--- config.mk ---
export PLATFORM = sky130hd
export DESIGN_NAME = sar_seq_ctrl
export DESIGN_NICKNAME = d
export VERILOG_FILES = /design/src/rtl/sar_seq_ctrl.sv
export SDC_FILE = /design/constraint.sdc
export NUM_CORES = 1
export LEC_CHECK = 0
export CAP_MARGIN = 30
export CORE_MARGIN = 5
export CORE_UTILIZATION = 35
export CTS_CLUSTER_DIAMETER = 30
export DETAILED_ROUTE_END_ITERATION = 8
export PLACE_DENSITY = 0.67
export RECOVER_POWER = 100
export SYNTH_ARGS = -nofsm -noshare
export SYNTH_HDL_FRONTEND = slang
export SYNTH_SLANG_ARGS = --single-unit
--- constraint.sdc ---
create_clock -name clk -period 3.64 [get_ports clk]
set_input_delay 0.728 -clock clk [delete_from_list [all_inputs] [get_ports clk]]
set_output_delay 0.728 -clock clk [all_outputs]
set_load 0.02 [all_outputs]
--- src/rtl/sar_seq_ctrl.sv ---
// Sample/convert sequencer for the time-domain SAR ADC.
// Drives samp/start per channel, round-robins channels, and handles timeout and trigger queuing.
module sar_seq_ctrl #(
  parameter int SAMP_CYC    = 2,
  parameter int TIMEOUT_CYC = 64,
  parameter int NCH         = 4,
  parameter int CH_W        = (NCH > 1) ? $clog2(NCH) : 1
) (
  input  logic            clk,
  input  logic            rst,
  input  logic            en,
  input  logic            cont,
  input  logic            trig,
  input  logic            eoc,
  output logic            samp,
  output logic            start,
  output logic [CH_W-1:0] ch,
  output logic            busy,
  output logic            done,
  output logic            timeout,
  output logic [CH_W-1:0] done_ch
);

  localparam int CNT_MAX = (SAMP_CYC > TIMEOUT_CYC) ? SAMP_CYC : TIMEOUT_CYC;
  localparam int CNT_W   = $clog2(CNT_MAX + 1);

  localparam logic [CNT_W-1:0] SAMP_LAST = CNT_W'(SAMP_CYC - 1);
  localparam logic [CNT_W-1:0] CONV_LAST = CNT_W'(TIMEOUT_CYC - 1);
  localparam logic [CH_W-1:0]  CH_LAST   = CH_W'(NCH - 1);

  typedef enum logic [1:0] {
    ST_IDLE,
    ST_SAMP,
    ST_CONV,
    ST_RELEASE
  } state_t;

  state_t            state, state_nx;
  logic [CNT_W-1:0]  cnt, cnt_nx;
  logic              pending, pending_nx;
  logic [CH_W-1:0]   ch_nx, done_ch_nx;
  logic              samp_nx, start_nx, busy_nx, done_nx, timeout_nx;
  logic              req, go;

  // Next-state and next-output logic; every output is registered below.
  always_comb begin
    state_nx   = state;
    cnt_nx     = cnt;
    pending_nx = pending;
    ch_nx      = ch;
    done_ch_nx = done_ch;
    samp_nx    = 1'b0;
    start_nx   = 1'b0;
    done_nx    = 1'b0;
    timeout_nx = 1'b0;
    go         = 1'b0;
    req        = cont | trig | pending;

    case (state)
      ST_IDLE: begin
        if (req && !eoc) go = 1'b1;
      end

      ST_SAMP: begin
        samp_nx = 1'b1;
        if (cnt == SAMP_LAST) begin
          state_nx = ST_CONV;
          cnt_nx   = '0;
          samp_nx  = 1'b0;
          start_nx = 1'b1;
        end else begin
          cnt_nx = cnt + CNT_W'(1);
        end
      end

      // eoc is checked before the timeout so a simultaneous eoc wins.
      ST_CONV: begin
        start_nx = 1'b1;
        if (eoc) begin
          start_nx   = 1'b0;
          done_nx    = 1'b1;
          done_ch_nx = ch;
          state_nx   = ST_RELEASE;
          cnt_nx     = '0;
        end else if (cnt == CONV_LAST) begin
          start_nx   = 1'b0;
          timeout_nx = 1'b1;
          done_ch_nx = ch;
          state_nx   = ST_RELEASE;
          cnt_nx     = '0;
        end else begin
          cnt_nx = cnt + CNT_W'(1);
        end
      end

      ST_RELEASE: begin
        if (!eoc) begin
          ch_nx = (ch == CH_LAST) ? '0 : ch + CH_W'(1);
          if (req) go = 1'b1;
          else     state_nx = ST_IDLE;
        end
      end

      default: state_nx = ST_IDLE;
    endcase

    // A trigger that does not launch a conversion right now is remembered once.
    if (go) begin
      state_nx   = ST_SAMP;
      samp_nx    = 1'b1;
      cnt_nx     = '0;
      pending_nx = 1'b0;
    end else if (trig && !cont) begin
      pending_nx = 1'b1;
    end

    if (!en) begin
      state_nx   = ST_IDLE;
      cnt_nx     = '0;
      pending_nx = 1'b0;
      ch_nx      = '0;
      done_ch_nx = done_ch;
      samp_nx    = 1'b0;
      start_nx   = 1'b0;
      done_nx    = 1'b0;
      timeout_nx = 1'b0;
    end

    busy_nx = (state_nx != ST_IDLE);
  end

  always_ff @(posedge clk) begin
    if (rst) begin
      state   <= ST_IDLE;
      cnt     <= '0;
      pending <= 1'b0;
      ch      <= '0;
      done_ch <= '0;
      samp    <= 1'b0;
      start   <= 1'b0;
      busy    <= 1'b0;
      done    <= 1'b0;
      timeout <= 1'b0;
    end else begin
      state   <= state_nx;
      cnt     <= cnt_nx;
      pending <= pending_nx;
      ch      <= ch_nx;
      done_ch <= done_ch_nx;
      samp    <= samp_nx;
      start   <= start_nx;
      busy    <= busy_nx;
      done    <= done_nx;
      timeout <= timeout_nx;
    end
  end

endmodule

Word-level counts from Yosys, hierarchy flattened
Index checks and enable logic that the tools add are counted.
- bits of input ports: 6
- register bits after elaboration: 19
- output and inout bits: 9
- word-level logic and storage cells: 65
- add/sub/neg operators: 2
- bitwise operators: 5
- reduce and logical (&&, ||, !) cells: 14
- multiplexer cells: 28
- equality and inequality tests: 6
- operators with widths (kind ; number):
    $mux W7 ; 3
    $mux W2 ; 10
    $pmux W7 S2 ; 1
    $mux W1 ; 11
    $add A7 B1 Y7 const B ; 1
    $eq A7 B1 Y1 const B ; 1
    $eq A7 B6 Y1 const B ; 1
    $eq A2 B2 Y1 const B ; 3
    $pmux W2 S3 ; 1
    $reduce_bool A2 Y1 ; 3
    $reduce_or A3 Y1 ; 2
    $pmux W1 S2 ; 2
    $reduce_or A4 Y1 ; 1
    $not A1 Y1 ; 3
    $reduce_and A3 Y1 ; 1
    $add A2 B1 Y2 const B ; 1
    $eq A2 B1 Y1 const B ; 1
    $logic_and A1 B1 Y1 ; 2
    $logic_not A1 Y1 ; 2
    $logic_not A2 Y1 ; 1
    $or A1 B1 Y1 ; 2
    $reduce_and A2 Y1 ; 1
    $reduce_or A2 Y1 ; 1

Longest topological paths before layout
- depth in word-level cells: 8
- depth in mapped cells: 7
- depth with buffers taken out: 6

Worst setup path after synthesis
No wires, ideal clock.
- path kind: input port to flip-flop
- from: in trig
- to: reg busy
- arrival time: 1.793 ns
- data required time: 3.513 ns
- stages: 4
- setup slack: 1.720 ns
- setup time: 0.127 ns
- path buffers: 0
- cells stage by stage: or4_1 a211o_1 a22oi_2 nand3_1
- longest elaborated chain between the ends: 8
- elaborated cells on any way between the ends: 13
- classes of those cells: mux: 9; bitwise: 2; reduce/logical: 2
- RTL lines (item ; RTL line ; text):
    start: declaration ; 13 ; input logic trig,
    $or A1 B1 Y1 (*) (2 in series) ; 57 ; req = cont | trig | pending;
    $mux W2 (tied with other cells) ; 99 ; if (req) go = 1'b1;
    $mux W2 (tied with other cells) ; 97 ; if (!eoc) begin
    $pmux W2 S3 or $pmux W1 S2 (tied branches) ; 59 ; case (state)
    $mux W2 (*) ; 108 ; if (go) begin
    $mux W2 (*) ; 117 ; if (!en) begin
    $reduce_bool A2 Y1 (*) ; 129 ; busy_nx = (state_nx != ST_IDLE);
    end signal: assignment ; 152 ; busy <= busy_nx;
    end: declaration ; 18 ; output logic busy,
Mark *: on every way between the ends. The rest lies on a longest branch, timed or not.
A chain may end at the register's enable or synchronous reset.

Worst setup path in the final report
- from: in eoc
- to: reg busy
- longest elaborated chain between the ends: 7
- elaborated cells on any way between the ends: 11
- classes of those cells: mux: 8; reduce/logical: 3
- RTL lines (item ; RTL line ; text):
    start: declaration ; 14 ; input logic eoc,
    $logic_not A1 Y1 ; -- ;
    $logic_and A1 B1 Y1 ; 61 ; if (req && !eoc) go = 1'b1;
    $mux W1 ; 61 ;
    $pmux W1 S2 ; 59 ;
    $mux W2 (*) ; 108 ;
    $mux W2 (*) ; 117 ;
    $reduce_bool A2 Y1 (*) ; 129 ;
Marks and branches as above.

==> metrics.md <==
| Metric | Value |
|---|---|
| Status | finished, final reports clean |
| First-pass GRT wire length | 3640 um |
| Maximum Capacitance Violations | 0 |
| Final-layout fill cell count | 276 |
| Wire per inst | 12.7 um |
| Dpl cells | 154 |
| Unrepaired setup endpoints after global routing | false |
| RR Endpoint | cnt[4] |
| Largest net degree at the start of global routing | 11 |
| Clk network pwr share | 29.8% |
| Rel. slew slack | 63.8% |
| HPWL after DPL | 1600 um |
| Fraction of layout cells with a size suffix above 1 | 6.30% |
| CTS sink count | 19 |
| R2R cell count | 6 |
| Chip width | 63.9 um |
| Min Clock Period, post-route | 2230 ps |
| Worst min path class | reg2reg |
| # IOs | 15 |
| Mapped Cells | 111 |
| Synth Area in Compound Gates | 21.3% |
| Crit Path Class | in2reg |
| Post-route ant nets | 0 |
| Post-CTS setup buffer count | 0 |
| Slew Viols, Final | 0 |
| Worst path required time | 3830 ps |
| Combinational Power Share | 10.5% |
| Bufs on Longest Clock Path | 2 |
| Nets | 141 |
| Diodes inserted | 0 |
| Core area | 2760 um^2 |
| Row count | 19 |
| Worst-path fanout max | 6 |
| Final setup fails | 0 |
| Tot GR Track Use | 11.0% |
| Cell type with the highest aggregate area in the netlist | dfxtp_1 |
| FF-to-FF setup slack | 1700 ps |
| Vias in the first global route | 870 |
| GR Overflow Total | 0 |
| Mux cell area share after synthesis | 2.96% |
| Period utilization | 61.2% |
| Final hold violation count | 0 |
| VDD IR max | 0.000194 V |
| Final WL | 2000 um |
| PostCTS Resize Cnt | 0 |
| Clk slew on worst S/H paths | 100 ps |
| Power per cell area | 296 nW/um^2 |
| Inserted Clock Buffers | 3 |
| Setup crit start kind | input port |
| Detail-routed via count per cell | 5.40 |
| NetSw | 85.0 uW |
| Initial Utilization | 36.8% |
| Crit path from | eoc |
| Synth top area share | 37.4% |
| IO Port Bufs | 14 |
| Largest family of logic cells by synthesized area | simple AND/OR/NAND/NOR gates |
| Cts hold-fix bufs | 0 |
| Area Overhead vs Synth | 18.1% |
| Root Driver | clkbuf_4 |
| Adder-cell share of the synthesized area | 8.62% |
| Synthesized Nets | 124 |
| Top cells by area, synth | dfxtp_1 (37%), ha_1 (8.6%), nand2b_1 (3.7%), inv_1 (3.3%), nor2_1 (3.3%) |
| CP endpoint kind | register |
| DR DRC count | 0 |
| Setup_tns | 0 ps |
| Worst Setup EP | busy |
| Sequential share of power | 59.7% |
| Sw frac | 24.0% |
| Post-Syn Area per Cell | 9.15 um^2 |
| Yosys warning count | 0 |
| Static leakage power | 0.450 nW |
| Skew final | 3.91 ps |
| Starting DRC count in detailed routing | 24 |
| Final cell count without fillers | 158 |
| Die area | 4080 um^2 |
| Internal power | 270 uW |
| Routed vias | 853 |
| Slew @ Worst Pin | 537 ps |
| Seq/Total Area, Yosys | 37.4% |
| Fmax achieved | 449 MHz |
| Die H | 63.9 um |
| Data arrival, critical path | 2420 ps |
| Reg-to-Reg Start | state[0] |
| CTS H-tree lvls | 1 |
| Synth Area in Simple Gates | 23.0% |
| Worst-Skew Late Latency | 300 ps |
| CTS tree | done |
| Synthesized cell area | 1020 um^2 |
| Initial antenna violation count | 0 |
| Synth unique cells | 40 |
| Final Wtd Congestion | 0.805 |
| Drt first pass iters | 4 |
| Post-synthesis register bit count | 19 |
| Post-Synth XOR/XNOR Area | 2.59% |
[synth_stat cells]
cell type  number
nor3_1          3
nor2_1          9
o22ai_1         1
dfxtp_1        19
o32a_1          1
a31o_2          1
nor2b_1         1
clkbuf_1        2
or3_1           4
or2_2           1
a31oi_1         2
a31o_4          1
and2_1          1
a21o_1          1
a32oi_1         2
o21bai_2        1
nand2b_1        6
a211oi_1        2
o32ai_1         2
o31a_1          1
o21ai_0         1
a211o_1         1
nand4_1         2
nor3b_2         1
mux2i_1         3
a21boi_1        1
a22oi_2         1
nand3_1         3
ha_1            7
nand2_1         6
or3_4           1
a21oi_1         4
or4_1           2
o211ai_1        1
nor4b_2         1
xor2_1          2
o21ai_1         1
xnor2_1         1
a311oi_1        2
inv_1           9
[metrics by stage]
stage	worst slack, ps	util (%)	hold WS [ps]	cell area (um^2)	total power [mW]
floorplan	1720	-	452	1020	0.241
global placement	1220	43.1	461	1190	0.255
detailed placement	1210	43.1	470	1190	0.255
CTS	1540	44.0	485	1210	0.358
global route	1310	43.5	534	1200	0.373
finish	1410	43.5	477	1200	0.355
[power by group through the flow]
stage / sequential, mW / combinational [mW] / clock (mW)
floorplan: 0.218 / 0.0230 / 0
global placement: 0.217 / 0.0382 / 0
detailed placement: 0.217 / 0.0384 / 0
CTS: 0.212 / 0.0387 / 0.108
global route: 0.213 / 0.0409 / 0.119
finish: 0.212 / 0.0372 / 0.106
[critical path, stage by stage]
cell	delay [ps]
dlygate4sd3_1	630
or4_1	450
a211o_1	310
a22oi_1	210
nand3_1	100
[layer usage]
layer | global-route usage, % | wire length, um | part of all wire [%]
met2 | 17.7 | 903 | 45
met5 | 0 | 0 | 0
met1 | 13.6 | 972 | 49
met3 | 2.45 | 84 | 4.2
met4 | 5.45 | 40 | 2.0
[cell type report]
| type | count | area, um^2 | share of cell area, % |
|---|---|---|---|
| Inverter | 9 | 33.8 | 2.82 |
| Timing Repair Buffer | 14 | 140 | 11.7 |
| Clock buffer | 4 | 26.3 | 2.19 |
| Tap cell | 31 | 38.8 | 3.23 |
| Sequential cell | 19 | 380 | 31.7 |
| Multi-Input combinational cell | 81 | 581 | 48.4 |
[registers in the layout, indices dropped and copies added, names as in the netlist]
register	cells
busy	1
ch	2
cnt	7
done	1
done_ch	2
pending	1
samp	1
start	1
state	2
timeout	1
[cells by family after synthesis]
kind of cell               count (synthesis)
AOI/OAI and AO/OA                         27
xor gates and xnor gates                   3
adders and majority gates                  7
buffers and inverters                     11
DFF                                       19
muxes                                      3
and+or+nand+nor                           41
[cell usage in the layout, fill, tap and decap left out, types with 2 or more instances in the layout]
cell / n
a311oi_1: 2
a32oi_1: 2
or4_1: 2
a21oi_1: 4
o32ai_1: 2
ha_1: 7
clkdlybuf4s50_1: 3
nand4_1: 2
clkbuf_4: 3
nor2_1: 9
or3_1: 4
inv_1: 9
nand2_1: 6
nand2b_1: 6
a211oi_1: 2
o21ai_0: 2
dfxtp_1: 19
nand3_1: 3
mux2i_1: 3
dlygate4sd3_1: 11
xor2_1: 2
nor3_1: 3
a31oi_1: 2
[worst min-delay path by stage]
stage	slack [ps]	from	end	depth (start not counted)
3_5_place_dp	470	done_ch[1]	done_ch[1]	2
6_report	480	done_ch[1]	done_ch[1]	2
2_1_floorplan	450	pending	pending	2
4_1_cts	480	done_ch[1]	done_ch[1]	2
5_1_grt	530	done_ch[1]	done_ch[1]	2
3_3_place_gp	460	done_ch[0]	done_ch[0]	2
Power figures use the tool's default switching activity.
